$ cat config.mk
export PLATFORM = sky130hd
export DESIGN_NAME = fp_conv_arbiter
export DESIGN_NICKNAME = d
export VERILOG_FILES = /design/src/rtl/fp_conv_arbiter.sv
export SDC_FILE = /design/constraint.sdc
export NUM_CORES = 1
export LEC_CHECK = 0
export ABC_AREA = 1
export CAP_MARGIN = 5
export CORE_MARGIN = 2
export CORE_UTILIZATION = 54
export DETAILED_ROUTE_END_ITERATION = 8
export PLACE_DENSITY = 0.88
export SYNTH_ARGS = -nofsm -noshare
export SYNTH_HDL_FRONTEND = slang
export SYNTH_SLANG_ARGS = --single-unit
$ cat constraint.sdc
create_clock -name clk -period 17.7 [get_ports clk]
set_clock_uncertainty 0.15 [all_clocks]
set_input_delay 3.54 -clock clk [delete_from_list [all_inputs] [get_ports clk]]
set_output_delay 3.54 -clock clk [all_outputs]
set_load 0.05 [all_outputs]
$ cat src/rtl/fp_conv_arbiter.sv
// fp_conv_arbiter
//   Several adder-tree lanes share one fixed-point to FP32 converter. A
//   round-robin arbiter grants one lane per cycle. The granted value goes
//   through a two-register pipeline: S1 holds the raw operand and S2 is the
//   output register that holds the converted FP32 result.
//
// Ports
//   clk, rst           rising-edge clock; asynchronous active-high reset
//   req_valid/ready    per-requester handshake; req_ready is one-hot or zero
//   req_fixed          packed two's-complement sums, lane i at [i*DATA_WIDTH +: DATA_WIDTH]
//   req_exp            packed unbiased block exponents, lane i at [i*8 +: 8]
//   out_valid/ready    result handshake
//   out_fp32, out_id   converted value and the index of the lane that produced it
//   out_count          completed output transfers, wraps at 2^32
//
// Handshake: a transfer happens on a rising edge when valid and ready are
// both high. A valid request may be withdrawn while its ready is low.
// Ready depends on valid and on the pipeline state only. Producers must
// not make valid depend on ready.
module fp_conv_arbiter #(
   parameter int NUM_REQ     = 4,
   parameter int DATA_WIDTH  = 51,
   parameter int FIXED_POINT = 46,
   parameter int ID_W        = $clog2(NUM_REQ)
) (
   input  logic                          clk,
   input  logic                          rst,
   input  logic [NUM_REQ-1:0]            req_valid,
   output logic [NUM_REQ-1:0]            req_ready,
   input  logic [NUM_REQ*DATA_WIDTH-1:0] req_fixed,
   input  logic [NUM_REQ*8-1:0]          req_exp,
   output logic                          out_valid,
   input  logic                          out_ready,
   output logic [31:0]                   out_fp32,
   output logic [ID_W-1:0]               out_id,
   output logic [31:0]                   out_count
);

   localparam int P_W = $clog2(DATA_WIDTH);

   // Arbitration state
   logic [ID_W-1:0]       ptr_q, ptr_d;
   logic                  grant_found;
   logic [ID_W-1:0]       grant_idx;
   int                    cand;

   // Pipeline state
   logic                  s1_valid_q;
   logic [DATA_WIDTH-1:0] s1_fixed_q;
   logic [7:0]            s1_exp_q;
   logic [ID_W-1:0]       s1_id_q;
   logic                  out_valid_q;
   logic [31:0]           out_fp32_q;
   logic [ID_W-1:0]       out_id_q;
   logic [31:0]           out_count_q, out_count_d;

   // Flow control
   logic                  s2_load;
   logic                  s1_accept;
   logic                  xfer;
   logic                  out_xfer;

   // Conversion datapath
   logic [DATA_WIDTH-1:0] mag;
   logic [P_W-1:0]        p_idx;
   logic [7:0]            exp_field;
   logic [22:0]           mant;
   logic [31:0]           conv_fp;

   assign s2_load   = !out_valid_q || out_ready;
   assign s1_accept = !s1_valid_q || s2_load;
   assign out_xfer  = out_valid_q && out_ready;

   // Search order is ptr+1, ptr+2, ... and wraps modulo NUM_REQ. NUM_REQ
   // need not be a power of two, so the wrap is done explicitly.
   always_comb begin
      grant_found = 1'b0;
      grant_idx   = '0;
      cand        = 0;
      for (int k = 1; k <= NUM_REQ; k++) begin
         cand = int'(ptr_q) + k;
         if (cand >= NUM_REQ) cand = cand - NUM_REQ;
         if (!grant_found && req_valid[cand]) begin
            grant_found = 1'b1;
            grant_idx   = ID_W'(cand);
         end
      end
   end

   // Ready is held low during reset. It comes back in the first cycle
   // after rst falls.
   always_comb begin
      req_ready = '0;
      if (!rst && grant_found && s1_accept) req_ready[grant_idx] = 1'b1;
   end

   assign xfer  = !rst && grant_found && s1_accept;
   assign ptr_d = xfer ? grant_idx : ptr_q;

   // Magnitude fits in DATA_WIDTH bits unsigned, including 2^(DATA_WIDTH-1)
   // for the most-negative input.
   assign mag = s1_fixed_q[DATA_WIDTH-1] ? (~s1_fixed_q + DATA_WIDTH'(1)) : s1_fixed_q;

   always_comb begin
      p_idx = '0;
      for (int i = 0; i < DATA_WIDTH; i++) begin
         if (mag[i]) p_idx = P_W'(i);
      end
   end

   // The 8-bit sum wraps modulo 256.
   assign exp_field = s1_exp_q + 8'(p_idx) - 8'(FIXED_POINT) + 8'd127;
   // (mag * 2^23) >> p leaves the leading one at bit 23 and the truncated
   // fraction in bits [22:0]. This one shift covers both the left-shift case
   // (p < 23) and the right-shift case (p >= 23).
   assign mant      = 23'({mag, 23'b0} >> p_idx);
   assign conv_fp   = (mag == '0) ? 32'h0000_0000
                                  : {s1_fixed_q[DATA_WIDTH-1], exp_field, mant};

   assign out_count_d = out_xfer ? out_count_q + 32'd1 : out_count_q;

   always_ff @(posedge clk or posedge rst) begin
      if (rst) begin
         ptr_q       <= ID_W'(NUM_REQ - 1);
         s1_valid_q  <= 1'b0;
         s1_fixed_q  <= '0;
         s1_exp_q    <= '0;
         s1_id_q     <= '0;
         out_valid_q <= 1'b0;
         out_fp32_q  <= '0;
         out_id_q    <= '0;
         out_count_q <= '0;
      end else begin
         ptr_q       <= ptr_d;
         out_count_q <= out_count_d;
         if (s1_accept) begin
            s1_valid_q <= xfer;
            if (xfer) begin
               s1_fixed_q <= req_fixed[grant_idx*DATA_WIDTH +: DATA_WIDTH];
               s1_exp_q   <= req_exp[grant_idx*8 +: 8];
               s1_id_q    <= grant_idx;
            end
         end
         // The output data registers load only when a real item arrives.
         // A bubble leaves the last result in place.
         if (s2_load) begin
            out_valid_q <= s1_valid_q;
            if (s1_valid_q) begin
               out_fp32_q <= conv_fp;
               out_id_q   <= s1_id_q;
            end
         end
      end
   end

   assign out_valid = out_valid_q;
   assign out_fp32  = out_fp32_q;
   assign out_id    = out_id_q;
   assign out_count = out_count_q;

endmodule

; Word-level counts from Yosys, hierarchy flattened
; Cells that the tools add are included.
; W data, S select, Z words.
[totals]
elab_cells = 134
inputBits = 243
ff_bits = 131
[classes]
n_lt_le_gt_ge = 10
addsub = 13
mul = 1
n_reduce_logical = 18
n_shift = 3
mux = 79
n_bitwise = 1
[op_table]
columns = cell, count
row1 = $mux W6, 49
row2 = $shiftx A204 B9 Y51, 1
row3 = $mux W32, 5
row4 = $lt A32 B4 Y1 const B, 4
row5 = $shr A74 B6 Y23, 1
row6 = $add A51 B1 Y51 const B, 1
row7 = $logic_not A51 Y1, 1
row8 = $mux W51, 1
row9 = $not A51 Y51, 1
row10 = $add A32 B1 Y32 const B, 1
row11 = $shiftx A32 B6 Y8, 1
row12 = $mux W1, 14
row13 = $sub A3 B3 Y4 const B, 3
row14 = $ge A3 B3 Y1 const B, 3
row15 = $add A8 B6 Y8, 1
row16 = $add A8 B7 Y8 const B, 1
row17 = $bmux W1 S2, 4
row18 = $mul A2 B6 Y8 const B, 1
row19 = $mux W2, 4
row20 = $sub A8 B6 Y8 const B, 1
row21 = $logic_and A1 B1 Y1, 7
row22 = $add A2 B2 Y3 const B, 2
row23 = $logic_not A1 Y1, 6
row24 = $sub A4 B3 Y5 const B, 1
row25 = 9 further kinds, 11

; Logic depth before layout (Yosys ltp)
; Gate-level depths: netlist of run 1.
[depth]
word_depth = 57
ltp_mapped = 67
mapped_depth_nobuf = 66

; Worst setup path before layout of run 1
; Ideal clock, no wire load.
[synth_path]
kind = input to output
startpoint = input rst
endpoint = output req_ready[0]
t_arrival_ns = 8.152
required_time_ns = 14.010
setup_slack_ns = 5.858
cell_stages = 5
path_cell_list = inv_1 > o31ai_1 > nor2_1 > inv_1 > nor3_1
[synth_via]
elab_chain_cells = 4
[synth_lines]
columns = item, line_no
row1 = start: declaration, 27  ; input logic rst,
row2 = $logic_not A1 Y1 (no line), -
row3 = $logic_and A1 B1 Y1 (2 in series), 94  ; if (!rst && grant_found && s1_accept) req_ready[grant_idx] = 1'b1;
row4 = $mux W4, 94
row5 = end: declaration, 29  ; output logic [NUM_REQ-1:0] req_ready,
; No other way between the ends.

; Final worst setup path of run 1
; Same ends and word-level chain as after synthesis.

==> results of run 1 <==
==> Yosys cell counts (all sizes together) (3+ instances only) <==
master | number | area share
a22oi | 60 | 0.038
nand3 | 383 | 0.16
nor4 | 10 | 0.0053
nor3 | 27 | 0.015
nor2 | 109 | 0.035
nand3b | 7 | 0.0045
o21ai | 84 | 0.036
buf | 28 | 0.013
o21a | 16 | 0.010
nand4 | 47 | 0.025
xnor2 | 15 | 0.011
ha | 14 | 0.015
o31ai | 5 | 0.0032
clkbuf | 71 | 0.023
xor2 | 56 | 0.043
inv | 158 | 0.050
dfrtp | 129 | 0.27
clkinv | 4 | 0.0013
a21oi | 25 | 0.011
or2 | 3 | 0.0016
nand2 | 638 | 0.20
==> metal layers <==
| metal | routed length (µm) | share of wire | track usage | up-vias |
|---|---|---|---|---|
| li1 | - | - | - | 6856 |
| met4 | 1570 | 0.038 | 0.162 | 0 |
| met1 | 16700 | 0.40 | 0.460 | 6501 |
| met5 | 0 | 0 | 0 | - |
| met2 | 20400 | 0.49 | 0.620 | 644 |
| met3 | 3120 | 0.074 | 0.0719 | 127 |
==> metrics by stage <==
step,cell area (µm²),setup WS [ps],instances
global placement,15000,6540,2421
floorplan,11800,5860,1909
global route,15600,6000,2453
detailed placement,15000,6430,2421
finish,15600,6430,2453
CTS,15600,6390,2453
==> worst max-delay path, stage by stage <==
cell             delay [ps]
clkdlybuf4s50_1         440
inv_4                   580
o31ai_1                 270
nor2_4                  340
buf_4                   720
inv_1                   460
nor3_1                  280
clkdlybuf4s50_1         860
==> final timing paths <==
kind                             endpoint  slack [ps]  cells after the start            from
max reg2reg                  out_fp32[30]       10040                     65  s1_fixed_q[50]
min                          out_fp32[18]         330                      2    out_fp32[18]
min in group asynchronous   out_count[15]        3460                      2             rst
max                          req_ready[0]        6430                      8             rst
max in group asynchronous  s1_fixed_q[13]       12540                      3             rst
min reg2reg                  out_fp32[18]         330                      2    out_fp32[18]
==> cells in the final DEF, fill, tap and decap left out, types with 17 or more instances in the layout <==
cell type / n
a21oi_1: 25
a22oi_1: 60
clkdlybuf4s50_1: 313
nor2_1: 101
clkbuf_16: 17
inv_1: 148
dfrtp_1: 129
nand2_1: 631
nor3_1: 22
xor2_1: 54
nand3_1: 380
o21ai_0: 69
buf_4: 18
nand4_1: 47
==> layout make-up <==
| class | count | area (µm²) |
|---|---|---|
| multi-input combinational | 1517 | 7520 |
| fill | 1832 | 5980 |
| sequential | 131 | 3280 |
| timing repair buffer | 331 | 3270 |
| inverter | 162 | 611 |
| clock buffer | 17 | 425 |
| tap | 280 | 350 |
| clock inverter | 15 | 183 |
==> flip-flops by register name, summed over array words and instances, names as in the netlist <==
name and count:
s1_fixed_q 51, out_count 32, out_fp32 32, s1_exp_q 8, out_id 2, ptr_q 2
s1_id_q 2, out_valid 1, s1_valid_q 1
==> kinds of logic (layout without fill, tap and decap cells) <==
group / Yosys count / count (layout)
buf+inv: 261 / 525
xor+xnor: 71 / 71
fa+ha+maj: 15 / 15
simple gates: 1228 / 1228
flops: 131 / 131
compound gates: 202 / 202
mux: 1 / 1
==> qor.txt, run 1 <==
DRC viols -> 0
GRT Total Usage -> 0.369
die area -> 0.0230 mm²
CP Max Fanout -> 97
simple-gate share of the synthesized area -> 0.457
synth unique cells -> 47
Primary FF master, synth -> dfrtp_1
Wirelength per Cell -> 17.1 µm
required time worst endpoint -> 14010 ps
vias in the first global route -> 13500
num rows -> 54
mux contribution to synthesized area -> 0.000955
CTS clk-pin slew, worst paths -> 60 ps
clock latency on the worst-skew pair -> 430 ps
first-pass GRT wire length -> 66900 µm
worst hold slack -> 329 ps
status -> finished clean
CTS buffer count -> 17
share of post-route cells with drive strength above 1 -> 0.0423
syn nets -> 2167
register area share after synthesis -> 0.278
WP data arrival -> 7580 ps
vias per inst -> 5.76
CTS tree -> done
Crit. End Element -> primary output
vias -> 14100
initial DRC count -> 1315
MaxCap Viol Count -> 0
initial core utilization -> 0.545
maximum clock path buffer count -> 2
Die W -> 152 µm
pin count of the biggest net entering global routing -> 98
# Post-CTS Setup Buffers -> 0
XOR/XNOR Fraction of Synth Area -> 0.0540
GPL Wtd Cong -> 0.987
die height -> 152 µm
routed wire length -> 41900 µm
Synth async-reset ratio -> 1.00
worst setup path class -> in -> out
final slew viol count -> 0
Worst slew margin -> 0.405
Clock Tree Root -> clkbuf_16
main combinational cell family by area after synthesis -> simple AND/OR/NAND/NOR gates
IO Pins -> 314
CTS Hold Bufs -> 0
adder-cell share of the synthesized area -> 0.0165
Post-Synthesis Cells -> 1909
antenna-violating nets left -> 0
final critical-path share of the clock period -> 0.637
number of diodes -> 0
total congestion overflow -> 0
Setup TNS Final -> 0 ps
syn avg cell area -> 6.18 µm²
Worst Tran Pin Value -> 893 ps
initial antenna violation count -> 0
YS warnings -> 0
CTS H-tree lvls -> 4
hold crit path type -> reg -> reg
TritonRoute pass-1 iters -> 9
setup repair after global routing missed its margin -> no
Layout area overhead -> 32.6%
core area -> 0.0216 mm²
Max Freq -> 88.7 MHz
final core utilization -> 0.723
Final Hold Viols -> 0
PortBufs -> 313
dpl hpwl -> 31800 µm
Post-layout nets -> 2418
Final Setup Violations -> 0
Worst setup SP type -> input port
mapped cell area -> 0.0118 mm²
Seq cells post-synth -> 131
post-route minimum period -> 11270 ps
Post-CTS Resized -> 0
Sinks on Clock Net -> 131
EDFF count, synth -> 0
area fraction in compound gates after synthesis -> 0.106
Power of run 1 is left out: the tool's default activity adds up to more than one toggle a clock period on the data nets, which glitch-free logic cannot reach.
==> inputs of run 2 (changes only) <==
--- a/config.mk
+++ b/config.mk
@@ -8,9 +8,9 @@
 export ABC_AREA = 1
 export CAP_MARGIN = 5
 export CORE_MARGIN = 2
-export CORE_UTILIZATION = 54
+export CORE_UTILIZATION = 45
 export DETAILED_ROUTE_END_ITERATION = 8
-export PLACE_DENSITY = 0.88
+export PLACE_DENSITY = 0.78
 export SYNTH_ARGS = -nofsm -noshare
 export SYNTH_HDL_FRONTEND = slang
 export SYNTH_SLANG_ARGS = --single-unit
==> constraint.sdc (replaced) <==
create_clock -name clk -period 9.4 [get_ports clk]
set_clock_uncertainty 0.15 [all_clocks]
set_input_delay 1.88 -clock clk [delete_from_list [all_inputs] [get_ports clk]]
set_output_delay 1.88 -clock clk [all_outputs]
set_load 0.05 [all_outputs]
==> run 2 against run 1 <==
Compared with the run above:
- global-route usage fell by 6.3 points
- critical endpoint is now req_ready[1]
- non-clock buffer count up 3
- largest cell class unchanged
- setup slack lost 4800 ps
- via count is 0.62% lower
==> qor.txt, run 2 (same netlist as run 1, synthesis figures left out) <==
IO Pins -> 314
Crit path top cell by count -> inv_1
CTS Hold Bufs -> 0
Post-CTS Resized -> 0
met2 WL post-DR -> 20500 µm
worst setup path class -> in -> out
dpl hpwl -> 32500 µm
Clock Tree Root -> clkbuf_16
first-pass GRT wire length -> 69000 µm
Die W -> 166 µm
CTS clk-pin slew, worst paths -> 60 ps
Critical R2R Launch -> s1_fixed_q[4]
CTS buffer count -> 17
Final Hold Viols -> 0
Wirelength per Cell -> 16.9 µm
Max Used Layer -> met4
CTS H-tree lvls -> 4
Filler cells -> 2455
TritonRoute pass-1 iters -> 7
commonest non-fill, non-tap cells in the layout -> nand2_1 (632), nand3_1 (380), clkdlybuf4s50_1 (313), inv_1 (148), dfrtp_1 (129)
total congestion overflow -> 0
hold crit path type -> reg -> reg
pin count of the biggest net entering global routing -> 71
M1 WL -> 17600 µm
slowest cell delay on critical path -> 790 ps
required time worst endpoint -> 7370 ps
initial antenna violation count -> 0
GPL Wtd Cong -> 0.967
Worst slew margin -> 0.403
GRT Total Usage -> 0.306
Post-layout nets -> 2421
num rows -> 59
maximum clock path buffer count -> 2
CP cell instances -> clkdlybuf4s50_1 -> nand2_1 -> o21ai_0 -> inv_1 -> nor2_1 -> inv_1 -> nand2_1 -> nor2_1 -> inv_1 -> nor2_1 -> nand2_1 -> o21ai_0 -> inv_1 -> nor2_4 -> buf_4 -> nand2_1 -> inv_1 -> clkdlybuf4s50_1
most common cell after layout, fill and taps aside -> nand2_1
vias in the first global route -> 13700
status -> finished clean
Worst setup SP type -> input port
number of diodes -> 0
CTS tree -> done
WP data arrival -> 5790 ps
antenna-violating nets left -> 0
DRC viols -> 0
final critical-path share of the clock period -> 0.832
final slew viol count -> 0
HP Start -> out_fp32[13]
PortBufs -> 313
die height -> 166 µm
Max Freq -> 128 MHz
setup repair after global routing missed its margin -> no
Crit. End Element -> primary output
critical path's slowest cell -> clkdlybuf4s50_1
CP Max Fanout -> 60
max reg flops -> 51
vias -> 14000
Layout area overhead -> 33.2%
routed wire length -> 42500 µm
# Post-CTS Setup Buffers -> 0
Crit. Startpoint -> req_valid[3]
initial core utilization -> 0.455
initial DRC count -> 1238
MaxCap Viol Count -> 0
Final Setup Violations -> 0
share of post-route cells with drive strength above 1 -> 0.0432
Top reg by flops -> s1_fixed_q
post-route minimum period -> 7820 ps
Worst Tran Pin Value -> 895 ps
Setup TNS Final -> 0 ps
core area -> 0.0259 mm²
met3 wire len -> 3110 µm
Sinks on Clock Net -> 131
clock latency on the worst-skew pair -> 440 ps
die area -> 0.0275 mm²
vias per inst -> 5.59
==> run 2: worst paths after layout <==
check | end | slack [ps] | depth (start not counted)
worst max-delay path | req_ready[1] | 1580 | 18
worst min-delay path | out_fp32[13] | 330 | 2
worst max register to register | out_fp32[30] | 2660 | 31
worst min register to register | out_fp32[13] | 330 | 2
max in group asynchronous | s1_fixed_q[1] | 5890 | 3
min in group asynchronous | out_count[14] | 1780 | 2
==> run 2: area by class of cell <==
cell class                      count  area (µm²)  area share
Timing Repair Buffer              334        3290       0.210
Inverter                          162         611      0.0389
Multi-Input combinational cell   1517        7520       0.479
Clock buffer                       17         425      0.0271
Clock inverter                     15         159      0.0101
Tap cell                          335         419      0.0267
Sequential cell                   131        3280       0.209
==> run 2: through the flow <==
stage / hold WS, ps / std cells / util / instance area (µm²) / setup slack (ps)
after global routing: 348 / 2511 / 0.606 / 15700 / 1300
after floorplan: 307 / 1909 / - / 11800 / 878
after CTS: 334 / 2511 / 0.606 / 15700 / 1670
after global placement: 314 / 2479 / 0.584 / 15100 / 1790
after detailed placement: 320 / 2479 / 0.584 / 15100 / 1670
final: 330 / 2511 / 0.606 / 15700 / 1580
==> run 2: critical path, delay by kind of cell <==
| kind | cells | cell delay (ps) |
|---|---|---|
| compound gates | 2 | 710 |
| simple gates | 8 | 810 |
| buf+inv | 8 | 2380 |
==> run 2: routing by layer <==
layer / GRT usage / vias to the layer above
met5: 0 / -
met4: 0.104 / 0
met3: 0.0553 / 97
met2: 0.526 / 565
met1: 0.388 / 6523
li1: - / 6856
Power of run 2 is left out for the same reason.
==> inputs of run 3 (changes only) <==
--- a/config.mk
+++ b/config.mk
@@ -8,9 +8,9 @@
 export ABC_AREA = 1
 export CAP_MARGIN = 5
 export CORE_MARGIN = 2
-export CORE_UTILIZATION = 45
+export CORE_UTILIZATION = 50
 export DETAILED_ROUTE_END_ITERATION = 8
-export PLACE_DENSITY = 0.78
+export PLACE_DENSITY = 0.82
 export SYNTH_ARGS = -nofsm -noshare
 export SYNTH_HDL_FRONTEND = slang
 export SYNTH_SLANG_ARGS = --single-unit
==> constraint.sdc (replaced) <==
create_clock -name clk -period 7.9 [get_ports clk]
set_clock_uncertainty 0.15 [all_clocks]
set_input_delay 1.58 -clock clk [delete_from_list [all_inputs] [get_ports clk]]
set_output_delay 1.58 -clock clk [all_outputs]
set_load 0.05 [all_outputs]
==> run 3 against run 2 <==
Compared with the run above:
- the run now ends with design-rule violations left
- cell count fell by 0.68%
- final area fell by 0.15%
- count of clock-buffer cells in the layout did not move
- register-to-register slack got worse by 1300 ps
- flip-flop and latch count did not move
- critical path type unchanged
==> qor.txt, run 3 (same netlist as run 1, synthesis figures left out) <==
status -> finished, violations left
failing checks -> design-rule violations
share of post-route cells with drive strength above 1 -> 0.0428
CP Max Fanout -> 39
final core utilization -> 0.672
CTS H-tree lvls -> 4
GPL Wtd Cong -> 1.01
WP data arrival -> 5050 ps
number of diodes -> 0
worst setup path class -> in -> out
GRT Total Usage -> 0.338
maximum clock path buffer count -> 2
Post-layout nets -> 2420
R2R depth -> 37
Clock Tree Root -> clkbuf_16
worst hold slack -> 327 ps
Setup TNS Final -> 0 ps
CTS buffer count -> 17
Final Hold Viols -> 0
vias -> 14100
MaxCap Viol Count -> 0
clock latency on the worst-skew pair -> 440 ps
DRC viols -> 1
dpl hpwl -> 31800 µm
Sinks on Clock Net -> 131
vias in the first global route -> 13300
total congestion overflow -> 0
final critical-path share of the clock period -> 0.859
initial DRC count -> 1716
placed cell count -> 2462
pin count of the biggest net entering global routing -> 76
R2R Setup Slk -> 1320 ps
post-route minimum period -> 6780 ps
CTS clk-pin slew, worst paths -> 60 ps
Worst setup SP type -> input port
CTS tree -> done
antenna-violating nets left -> 0
most common cell after layout, fill and taps aside -> nand2_1
core area -> 0.0233 mm²
non-filler cells, final -> 2494
Critical R2R Launch -> s1_fixed_q[0]
routed wire length -> 41300 µm
die height -> 158 µm
Layout area overhead -> 33.0%
final slew viol count -> 0
Top reg by flops -> s1_fixed_q
CTS Hold Bufs -> 0
Final Setup Violations -> 0
vias per inst -> 5.65
# Post-CTS Setup Buffers -> 0
Die W -> 158 µm
setup repair after global routing missed its margin -> no
max reg flops -> 51
required time worst endpoint -> 6170 ps
Filler cells -> 2131
initial antenna violation count -> 1
Wirelength per Cell -> 16.6 µm
Crit. Startpoint -> req_valid[2]
IO Pins -> 314
Worst slew margin -> 0.410
CP Capture Point -> req_ready[0]
PortBufs -> 313
Crit. End Element -> primary output
Post-CTS Resized -> 0
TritonRoute pass-1 iters -> 9
first-pass GRT wire length -> 66700 µm
hold crit path type -> reg -> reg
die area -> 0.0248 mm²
initial core utilization -> 0.505
commonest non-fill, non-tap cells in the layout -> nand2_1 (632), nand3_1 (380), clkdlybuf4s50_1 (313), inv_1 (148), dfrtp_1 (129)
R2R Path End -> out_fp32[11]
num rows -> 56
Worst Tran Pin Value -> 885 ps
Max Freq -> 147 MHz
==> run 3: cell types whose count changed in the layout (fill, tap and decap cells not counted), moves of 2 or more <==
cell | previous run | this run
inv_6 | 6 | 4
clkinv_8 | 0 | 3
clkinvlp_4 | 1 | 3
clkinv_4 | 4 | 2
==> run 3: critical path, stage by stage <==
cell and delay, ps:
clkdlybuf4s50_1 450, inv_1 40, o21ai_0 140, inv_1 70, nor2_1 140, inv_1 70
nand2_1 80, nor2_1 70, inv_1 100, o31ai_1 120, nor2_4 620, inv_1 430
nor3_1 290, clkdlybuf4s50_1 850
==> run 3: routing by layer <==
| layer | global-route usage | routed length (µm) | vias to the layer above |
|---|---|---|---|
| li1 | - | - | 6867 |
| met1 | 0.435 | 17100 | 6534 |
| met2 | 0.579 | 20300 | 606 |
| met3 | 0.0621 | 2980 | 84 |
| met4 | 0.0991 | 976 | 0 |
| met5 | 0 | 0 | - |
==> run 3: area by class of cell <==
cell class              instances  area [µm²]  share of cell area
inverters                     162         612              0.0390
flip-flops and latches        131        3280               0.209
well taps                     319         399              0.0255
repair buffers                333        3280               0.209
clock buffers                  17         425              0.0271
clock inverters                15         161              0.0103
multi-input cells            1517        7520               0.480
==> run 3: stage by stage <==
step	worst slack, ps	area (µm²)
floorplan	1490	11800
detailed placement	1160	15100
global placement	1200	15100
finish	1120	15700
CTS	1140	15700
global route	602	15700
==> run 3: worst min-delay path by stage <==
| stage | slack, ps | depth (start not counted) | to | from |
|---|---|---|---|---|
| floorplan | 310 | 2 | out_valid | s1_valid_q |
| finish | 330 | 2 | out_fp32[3] | out_fp32[3] |
| detailed placement | 320 | 2 | out_fp32[9] | out_fp32[9] |
| global route | 350 | 2 | out_fp32[9] | out_fp32[9] |
| CTS | 330 | 2 | out_fp32[3] | out_fp32[3] |
| global placement | 320 | 2 | out_fp32[13] | out_fp32[13] |
Power of run 3 is left out for the same reason.
